[config.mk]
export PLATFORM = sky130hd
export DESIGN_NAME = reg_bank_nch
export DESIGN_NICKNAME = d
export VERILOG_FILES = /design/src/rtl/reg_bank_nch.sv
export SDC_FILE = /design/constraint.sdc
export NUM_CORES = 1
export LEC_CHECK = 0
export BUFFER_PORTS_ARGS = -buffer_cell sky130_fd_sc_hd__buf_4
export CAP_MARGIN = 10
export CORE_MARGIN = 1.5
export CORE_UTILIZATION = 42
export CTS_BUF_LIST = sky130_fd_sc_hd__clkbuf_4 sky130_fd_sc_hd__clkbuf_8 sky130_fd_sc_hd__clkbuf_16
export DETAILED_ROUTE_END_ITERATION = 7
export GPL_ROUTABILITY_DRIVEN = 0
export GPL_TIMING_DRIVEN = 0
export PLACE_DENSITY = 0.82
export RECOVER_POWER = 25
export SLEW_MARGIN = 20
export SYNTH_ARGS = -nofsm -noshare
export SYNTH_HDL_FRONTEND = slang
export SYNTH_SLANG_ARGS = --single-unit
[constraint.sdc]
create_clock -name CLK -period 1.3 [get_ports CLK]
set_clock_uncertainty 0.15 [all_clocks]
set_input_delay 0.065 -clock CLK [delete_from_list [all_inputs] [get_ports CLK]]
set_output_delay 0.065 -clock CLK [all_outputs]
set_load 0.05 [all_outputs]
[src/rtl/reg_bank_nch.sv]
// Multi-channel register bank with optional shadow/commit double buffering.
// CHANGED flags any edge that altered DOUT; RST clears everything without a clock.
module reg_bank_nch #(
    parameter int WIDTH    = 4,
    parameter int CHANNELS = 2,
    parameter int MODE     = 0,
    localparam int SW      = $clog2(CHANNELS)
) (
    input  logic                      CLK,
    input  logic                      RST,
    input  logic                      WE,
    input  logic [SW-1:0]             WSEL,
    input  logic [WIDTH-1:0]          WDATA,
    input  logic                      CLR,
    input  logic                      COMMIT,
    output logic [CHANNELS*WIDTH-1:0] DOUT,
    output logic [CHANNELS-1:0]       VALID,
    output logic                      CHANGED,
    output logic                      PENDING
);

    logic [CHANNELS*WIDTH-1:0] dout_q, dout_d;
    logic [CHANNELS*WIDTH-1:0] shadow_q, shadow_d;
    logic [CHANNELS-1:0]       valid_q, valid_d;
    logic [CHANNELS-1:0]       svalid_q, svalid_d;
    logic                      pending_q, pending_d;
    logic                      changed_q;
    logic                      wr_ok;

    assign wr_ok = WE && ({1'b0, WSEL} < (SW+1)'(CHANNELS));

    always_comb begin
        dout_d    = dout_q;
        shadow_d  = shadow_q;
        valid_d   = valid_q;
        svalid_d  = svalid_q;
        pending_d = pending_q;
        if (CLR) begin
            dout_d    = '0;
            shadow_d  = '0;
            valid_d   = '0;
            svalid_d  = '0;
            pending_d = 1'b0;
        end else if (MODE == 0) begin
            for (int k = 0; k < CHANNELS; k++) begin
                if (wr_ok && WSEL == SW'(k)) begin
                    dout_d[k*WIDTH +: WIDTH] = WDATA;
                    valid_d[k]               = 1'b1;
                end
            end
            pending_d = 1'b0;
        end else begin
            for (int k = 0; k < CHANNELS; k++) begin
                if (wr_ok && WSEL == SW'(k)) begin
                    shadow_d[k*WIDTH +: WIDTH] = WDATA;
                    svalid_d[k]                = 1'b1;
                end
            end
            // A same-cycle write is folded into the commit it rides with.
            if (COMMIT && (pending_q || wr_ok)) begin
                dout_d    = shadow_d;
                valid_d   = valid_q | svalid_d;
                pending_d = 1'b0;
            end else if (wr_ok) begin
                pending_d = 1'b1;
            end
        end
    end

    always_ff @(posedge CLK or negedge RST) begin
        if (!RST) begin
            dout_q    <= '0;
            shadow_q  <= '0;
            valid_q   <= '0;
            svalid_q  <= '0;
            pending_q <= 1'b0;
            changed_q <= 1'b0;
        end else begin
            dout_q    <= dout_d;
            shadow_q  <= shadow_d;
            valid_q   <= valid_d;
            svalid_q  <= svalid_d;
            pending_q <= pending_d;
            changed_q <= (dout_d != dout_q);
        end
    end

    assign DOUT    = dout_q;
    assign VALID   = valid_q;
    assign CHANGED = changed_q;
    assign PENDING = pending_q;

endmodule

# == Word-level counts from Yosys, hierarchy flattened ==
# Index checks and enable logic that the tools add are counted.
# op_classes
n_reduce_logical,4
n_mux,6
eq_ne,1
bitwise,1
# op_table
operator,count
$mux 4,2
$mux 8,1
$ne 8x8->1,1
$reduce_bool 2->1,2
$logic_and 1x1->1,2
$mux 1,2
$mux 2,1
$not 1->1,1
# word_totals
word_cells,16
in_bits,10
register_bits,11

# == Logic depth before layout (Yosys ltp) ==
# Gate-level depths: netlist of the first run.
# depth
word_depth,5
ltp_mapped,6
depth_no_buf,4

# == Worst setup path before layout of the first run ==
# OpenSTA, ideal clock, no wires.
# synth_path
kind,register -> register
start,reg dout_q[0] (netlist: DOUT[0])
end,reg changed_q (netlist: CHANGED)
synth_period_minus_slack_ns,1.639
stages_incl_launch_ff,5
path_buffers,0
setup_time_ns,0.132
path_slack_ns,-0.339
arrival_ns,1.357
path_cell_list,dfrtp_1 -> nor4_1 -> a21boi_1 -> a2111oi_2 -> nand3_1
# synth_via
elab_chain_len,3
# synth_lines
item,line,text
"start, declared",22,"logic [CHANNELS*WIDTH-1:0] dout_q, dout_d;"
"start signal, assigned",79,dout_q <= dout_d;
$mux 4,46,if (wr_ok && WSEL == SW'(k)) begin
$mux 8,38,if (CLR) begin
$ne 8x8->1 (*),84,changed_q <= (dout_d != dout_q);
"end signal, assigned",84,
"end, declared",27,logic changed_q;
# Every way passes the cells marked *; elsewhere a longest branch is shown, timed or not.
# A chain may end at the register's enable or synchronous reset.

# == Worst setup path after layout of the first run ==
# layout_path
start,reg dout_q[5] (netlist: DOUT[5])
end,reg changed_q (netlist: CHANGED)
# The elaborated chain is that of the path after synthesis.

==> results.toml, run 1 <==
[clock_tree]
clk_latency_ns = 0.27
cts_root_buf = "clkbuf_4"
cts_tree = "yes"
clk_pin_slew_ns = 0.08
clock_path_buffers = 2
htreeDepth = 1
cts_num_sinks = 11
cts_made_buffers = 3

[power_and_ir_drop]
leakagePower_nw = 0.430
finalPower_w = 0.000930
peakVddDrop_v = 0.000767
powerDensity_nw_per_um2 = 977

[logic_synthesis]
ys_types = 24
yosysMostFrequentCell = "dfrtp_1"
netlist_top_cells_count = "dfrtp_1 (11), a21oi_1 (10), nor2_1 (10)"
synth_warnings = 0
synthTopCellsByArea = "dfrtp_1 (43%), a21oi_1 (7.8%), nand2b_1 (6.8%)"
synth_top_area_share_pct = 42.6
synthFlopType = "dfrtp_1"
synthesis.nets = 86
ys_ff_latch = 11
synthesis.area_um2 = 646
postSynth.asyncResetShare_pct = 100
synth-seq-area-share_pct = 42.6
synth_top_area_cell = "dfrtp_1"
synthCells = 76
avgSynthCellArea_um2 = 8.49
synth_edf_count = 0

[placed_design]
io_buffers = 18
dp_hpwl_um = 1090

[global_routing]
grt_usage_pct = 21.5
use_met3_pct = 4.31
grt.overflow.total = 0
grt_pass1_vias = 618
grt_start_max_net_pins = 12
grt_use_met2_pct = 35.1
grt_antenna_before_repair = 0
gr-max-usage-layer = "met2"
globalRouteMet1Util_pct = 27.2
grt_pass1_wl_um = 2860

[cells_and_area]
area_growth_pct = 47.5
fill_cells = 107
nets = 118
regArea_um2 = 285
multi_input_comb_area_um2 = 347
drive_gt1_share_pct = 37.4
n_antenna_cell = 0

[sta]
fmax_ghz = 0.688
setup_viol = 1
finalHoldViolCount = 0
maxSlewHeadroom_pct = 59.2
setup_slack_ns = -0.154
slew_viol_final = 0
tns_ns = -0.154
period_minus_slack_ns = 1.45
worstMarginPinSlew_ns = 0.613
period_share_pct = 112
grt_setup_unrepaired = "yes"

[routing]
totalWireLength_um = 1790
wl_per_cell_um = 14.7
antenna_left = 0
vias = 690
vias_per_cell = 5.66
firstDrtPassIters = 6
drt_iter0_drc = 61
drc = 0

[setup_path]
worstSetupStartpointType = "register"
critPathMaxFanout = 5
path_class = "reg -> reg"
required_ns = 1.29
reg2reg_from = "DOUT[5]"
r2r_cells = 4
setup.reg_to_reg.worst_slack_ns = -0.15
critical_path.slowest_cell = "dfrtp_2"
critPathArrivalTime_ns = 1.45
crit_chain = "nor4_4 > a21boi_2 > a2111oi_2 > nand3_1"
rr_endpoint = "CHANGED"
cp-end-kind = "register"
slowest_delay_ns = 0.45

[worst_hold_path]
hp-class = "in -> reg"
holdPathEnd = "DOUT[6]"
hold_depth = 4
min_from = "WE"

[die]
start_util_pct = 47.3
die_w_um = 42.2
die_h_um = 42.2
die_area_um2 = 1780
rows = 13
coreArea_um2 = 1370
io_pins = 22

[flow_run]
drv_cap = 0

[status]
violations = "setup timing"
status = "complete, but fails checks"
-- worst max path at each step --
stage,slack [ns],end,startpoint
final,-0.15,CHANGED,DOUT[5]
after global routing,-0.20,CHANGED,DOUT[4]
after CTS,-0.15,CHANGED,DOUT[3]
after detailed placement,-0.20,CHANGED,DOUT[1]
after global placement,-0.15,CHANGED,DOUT[7]
after floorplan,-0.17,CHANGED,DOUT[7]
-- flip-flops by register name, summed over array words and instances, names as in the netlist --
register	cells
DOUT	8
VALID	2
CHANGED	1
-- through the flow --
stage          std cells  instance area, µm²  util [%]  hold WS [ns]  setup slack, ns
4_1_cts              120                 913      66.8       0.00948           -0.155
3_5_place_dp         109                 810      59.2        -0.243           -0.197
6_report             122                 952      69.7        0.0326           -0.154
5_1_grt              122                 952      69.7        0.0476           -0.197
2_1_floorplan         76                 656         -        -0.381           -0.170
3_3_place_gp         109                 810      59.2        -0.247           -0.147
-- repair_timing --
item,CTS,global route
pin swaps,3,4
cloned,0,0
setup buffers,1,2
hold buffers,6,0
endpoints found under the setup margin,1,1
resized for setup,1,4
endpoints found under the hold margin,21,0
-- cell type report --
cell class / count / area share, %
Sequential cell: 11 / 30.0
Multi-Input combinational cell: 55 / 36.4
Clock buffer: 4 / 3.15
Buffer: 5 / 4.07
Tap cell: 15 / 1.97
Timing Repair Buffer: 27 / 22.5
Inverter: 5 / 1.97
-- placed cells by master, fill, tap and decap left out, drive strengths merged --
master       synthesis  final
conb                 1      1
buf                  4     24
nand3                5      5
nor4                 2      2
o22ai                1      1
inv                  5      5
a21oi               10     10
mux2                 1      1
dlygate4sd3          0      6
a21boi               1      1
nor2b                2      2
a221o                1      1
o211ai               1      1
clkbuf               1      6
o21ai                1      1
nor2                10     10
mux2i                2      2
a2111oi              1      1
nand2b               7      7
nand2                6      6
nor3                 1      1
dfrtp               11     11
o221ai               2      2
-- per-layer routing --
metal	wire [µm]	vias to the layer above
met5	0	-
met1	728	312
met4	24	0
li1	-	324
met3	174	2
met2	861	52
-- critical path, delay by kind of cell (launching register included) --
kind	cells	cell delay (ns)
flops	1	0.45
compound gates	2	0.30
simple gates	2	0.42
-- where the power goes --
part	switching [W]	internal, W	total (W)	leakage (nW)
combinational	0.000170	0.000114	0.000284	0.278
sequential	0.0000229	0.000364	0.000387	0.134
clock	0.000120	0.000140	0.000259	0.0184
total	0.000313	0.000617	0.000930	0.430
-- cells by family (layout without fill, tap and decap cells) --
logic type,count (synthesis),in the layout,share of synthesized area (%)
and+or+nand+nor,33,33,24.6
AOI/OAI and AO/OA,18,18,18.4
DFF,11,11,42.6
buffers and inverters,10,41,8.91
muxes,3,3,4.84
other,1,1,0.581
(Power assumes the default switching activity.)
==> run 2, diff against run 1 <==
- CORE_UTILIZATION: 42 -> 40
- PLACE_DENSITY: 0.82 -> 0.8
==> run 2 against run 1 <==
Against the previous run:
- the flow still finishes with violations (setup timing)
- register-to-register slack gained 0.05 ns
- first-iteration DRC count shrank 59%
- fmax grew 3.6%
- worst hold slack lost 0.021 ns
- sequential power is essentially flat
- cell area shrank 0.66%
- final cell count is the same
- highest routed layer unchanged
==> results.toml, run 2 (synthesized netlist as in run 1, its figures left out) <==
[status]
status = "complete, but fails checks"
violations = "setup timing"

[routing]
totalWireLength_um = 1710
wl_per_cell_um = 14.0
wl_met2_um = 888
antenna_left = 0
vias = 675
highest_layer = "met4"
met1Wirelength_um = 654
drt_iter0_drc = 25
vias_per_cell = 5.53
drc = 0
wl_met3_um = 109
firstDrtPassIters = 4

[setup_path]
cp-end-kind = "register"
worstSetupStartpointType = "register"
path_class = "reg -> reg"
critPathArrivalTime_ns = 1.41
required_ns = 1.31
critPathMaxFanout = 5

[global_routing]
grt.overflow.total = 0
grt_antenna_before_repair = 0
grt_pass1_wl_um = 2780
grt_pass1_vias = 589
grt_usage_pct = 20.8
grt_start_max_net_pins = 12

[die]
die_w_um = 43.2
rows = 14
die_area_um2 = 1860
io_pins = 22
coreArea_um2 = 1510
die_h_um = 43.2
start_util_pct = 42.9

[clock_tree]
cts_root_buf = "clkbuf_4"
clock_path_buffers = 2
htreeDepth = 1
clk_latency_ns = 0.28
cts_tree = "yes"
cts_made_buffers = 3
clk_pin_slew_ns = 0.07
cts_num_sinks = 11

[placed_design]
dp_hpwl_um = 1100
place_ws_ns = -0.141
dp.cells = 110
io_buffers = 18
dpl_cell_area_um2 = 811

[cells_and_area]
largest_reg_flops = 8
drive_gt1_share_pct = 36.8
area_growth_pct = 46.5
nets = 117
layout_commonest_cell = "buf_4"
postLayoutCellArea_um2 = 946
final_cells = 122
mostFrequentLayoutCells = "buf_4 (20), nor2_1 (10), a21oi_1 (10)"
n_antenna_cell = 0

[sta]
period_share_pct = 108
slew_viol_final = 0
setup_slack_ns = -0.103
maxSlewHeadroom_pct = 58.8
setup_viol = 1
tns_ns = -0.103
finalHoldViolCount = 0
fmax_ghz = 0.713
grt_setup_unrepaired = "yes"
period_minus_slack_ns = 1.40
worstMarginPinSlew_ns = 0.618

[power_and_ir_drop]
powerDensity_nw_per_um2 = 979
peakVddDrop_v = 0.000659
leakagePower_nw = 0.425

[flow_run]
drv_cap = 0

[worst_hold_path]
hp-class = "in -> reg"
-- run 2: changes by cell type in the layout (fill, tap and decap cells not counted), sizes merged --
cell  change
buf       -1
-- run 2: worst max-delay path: stages, from the launching register on --
cell	delay, ns
dfrtp_2	0.45
nor4_4	0.27
a21boi_2	0.09
a2111oi_2	0.20
nand3_1	0.12
-- run 2: metrics by stage --
step,hold WS (ns),power [W],utilization (%)
4_1_cts,0.00226,0.000915,61.1
3_5_place_dp,-0.242,0.000633,53.8
6_report,0.0112,0.000926,62.8
2_1_floorplan,-0.381,0.000548,-
3_3_place_gp,-0.243,0.000629,53.8
5_1_grt,0.0162,0.000964,62.8
-- run 2: path summary, 6_finish.rpt --
path | cells past startpoint | slack (ns) | end | from
min reg2reg | 2 | 0.35 | VALID[0] | VALID[0]
max | 4 | -0.10 | CHANGED | DOUT[5]
max reg2reg | 4 | -0.10 | CHANGED | DOUT[5]
max in group asynchronous | 2 | 0.39 | DOUT[7] | RST
min | 4 | 0.01 | DOUT[6] | WE
min in group asynchronous | 2 | 0.17 | DOUT[6] | RST
-- run 2: report_power, final --
group          internal (W)  switching, W
sequential         0.000364     0.0000215
combinational      0.000112      0.000166
clock              0.000140      0.000122
total              0.000616      0.000309
-- run 2: timing repair --
item | in CTS | in global routing
pin swaps | 0 | 2
hold endpoints to repair | 21 | 0
gates resized for setup | 2 | 3
setup endpoints to repair | 1 | 1
setup buffers | 1 | 1
hold buffers | 6 | 0
-- run 2: layout make-up --
cell class | instances | area, µm²
Buffer | 5 | 38.8
Clock buffer | 4 | 30.0
Fill cell | 120 | 561
Inverter | 5 | 18.8
Multi-Input combinational cell | 55 | 347
Sequential cell | 11 | 285
Tap cell | 16 | 20.0
Timing Repair Buffer | 26 | 206
-- run 2: routing by layer --
| metal | track usage, % | vias up |
|---|---|---|
| li1 | - | 323 |
| met1 | 24.8 | 315 |
| met2 | 33.7 | 30 |
| met3 | 4.26 | 7 |
| met4 | 12.7 | 0 |
| met5 | 0 | - |
==> run 3, diff against run 2 <==
--- a/constraint.sdc
+++ b/constraint.sdc
@@ -4,2 +4,2 @@
 set_output_delay 0.065 -clock CLK [all_outputs]
-set_load 0.05 [all_outputs]
+set_load 0.1 [all_outputs]
==> run 3 against run 2 <==
Against the previous run:
- final cell count is the same
- setup slack worse by 0.061 ns
- sequential cell count did not move
- clock power about the same
- sequential power increased by 1%
- global-route usage rose by 0.88 points
- combinational power increased by 35%
- cell area up 4.8%
- the flow still finishes with violations (setup timing)
- largest power group unchanged
- core utilization up 3.0 points
- routed wire length up 7.2%
==> results.toml, run 3 (synthesized netlist as in run 1, its figures left out) <==
[routing]
drt_iter0_drc = 23
totalWireLength_um = 1840
wl_per_cell_um = 15.0
vias = 686
firstDrtPassIters = 4
vias_per_cell = 5.62
drc = 0
antenna_left = 0

[worst_hold_path]
hold_depth = 4
hp-class = "in -> reg"
min_from = "WE"
holdPathEnd = "DOUT[5]"

[setup_path]
path_class = "reg -> reg"
reg2reg_from = "DOUT[4]"
critPathArrivalTime_ns = 1.46
rr_endpoint = "CHANGED"
cp-end-kind = "register"
required_ns = 1.29
setup.reg_to_reg.worst_slack_ns = -0.16
critPathMaxFanout = 3
worstSetupStartpointType = "register"
r2r_cells = 4

[power_and_ir_drop]
pwr-share-comb_pct = 36.6
leakagePower_nw = 0.429
p_switching_w = 0.000399
swShare_pct = 38.8
peakVddDrop_v = 0.000837
finalPower_w = 0.00103
pwr-share-clk_pct = 25.4
powerDensity_nw_per_um2 = 1040
pwr-share-seq_pct = 38.0
internal-power_w = 0.000628

[sta]
period_share_pct = 113
slew_viol_final = 0
fmax_ghz = 0.683
worstMarginPinSlew_ns = 0.622
period_minus_slack_ns = 1.46
setup_slack_ns = -0.164
maxSlewHeadroom_pct = 58.6
setup_viol = 2
finalHoldViolCount = 0
grt_setup_unrepaired = "yes"

[placed_design]
io_buffers = 18
dp_hpwl_um = 1070
place_ws_ns = -0.218
dpl_cell_area_um2 = 827

[clock_tree]
htreeDepth = 1
clock_path_buffers = 2
clk_latency_ns = 0.27
cts_tree = "yes"
cts_root_buf = "clkbuf_4"
clk_pin_slew_ns = 0.07
cts_made_buffers = 3
cts_num_sinks = 11

[cells_and_area]
largest_reg_flops = 8
mostFrequentLayoutCells = "buf_4 (17), nor2_1 (10), a21oi_1 (10)"
area_growth_pct = 53.5
postLayoutCellArea_um2 = 991
n_antenna_cell = 0
drive_gt1_share_pct = 37.7
finalCoreUtilization_pct = 65.8
nets = 117
layout_commonest_cell = "buf_4"

[flow_run]
drv_cap = 0

[global_routing]
grt_usage_pct = 21.7
grt_pass1_wl_um = 2960
grt.overflow.total = 0
grt_start_max_net_pins = 12
grt_antenna_before_repair = 0
grt_pass1_vias = 664

[status]
status = "complete, but fails checks"
violations = "setup timing"

[die]
start_util_pct = 42.9
io_pins = 22
die_h_um = 43.2
rows = 14
die_area_um2 = 1860
die_w_um = 43.2
coreArea_um2 = 1510
==> run 3: cell counts in the layout (fill, tap and decap cells not counted) <==
Identical to the previous run, type by type.
==> run 3: how the worst max path moves through the flow <==
stage / start / to / slack [ns] / cells past startpoint
detailed placement: DOUT[7] / CHANGED / -0.22 / 4
global placement: DOUT[7] / CHANGED / -0.22 / 4
global route: DOUT[0] / CHANGED / -0.25 / 4
finish: DOUT[4] / CHANGED / -0.16 / 4
floorplan: DOUT[7] / CHANGED / -0.28 / 4
CTS: DOUT[4] / CHANGED / -0.18 / 4
==> run 3: area by class of cell <==
type,instances,area (µm²)
sequential,11,302
tap,16,20.0
inverter,5,18.8
multi-input combinational,55,347
fill,116,515
timing repair buffer,26,235
clock buffer,4,30.0
buffer,5,38.8
==> run 3: worst max-delay path, stage by stage (launching register included) <==
cell and delay [ns]:
dfrtp_4 0.50, nor4_4 0.29, a21boi_2 0.09, a2111oi_2 0.20, nand3_1 0.11
==> run 3: per-stage QoR <==
step           instances  hold WS (ns)  TNS [ns]
6_report             122        0.0326    -0.182
2_1_floorplan         76        -0.381    -0.281
3_3_place_gp         110        -0.248    -0.218
5_1_grt              122        0.0554    -0.287
3_5_place_dp         110        -0.241    -0.218
4_1_cts              121       0.00162    -0.183
==> run 3: routing by layer <==
metal  share of wire [%]  vias up  wire, µm  GRT usage [%]
met3                 5.4        7       100           4.26
met5                   0        -         0              0
met4                 2.6        0        48           10.9
li1                    -      322         -              -
met1                  39      326       723           24.5
met2                  52       31       963           37.9
==> run 3: power by group through the flow <==
stage          clock network, W  registers [W]  logic (W)
2_1_floorplan                 0       0.000538  0.0000982
3_3_place_gp                  0       0.000391   0.000327
3_5_place_dp                  0       0.000392   0.000330
4_1_cts                0.000265       0.000386   0.000355
5_1_grt                0.000276       0.000394   0.000395
6_report               0.000261       0.000390   0.000376
==> run 3: what timing repair did <==
action / CTS / global route
resized for setup: 4 / 8
hold buffers: 6 / 0
setup endpoints to repair: 1 / 2
buffers inserted: 1 / 1
pin swaps: 3 / 3
hold endpoints to repair: 21 / 0
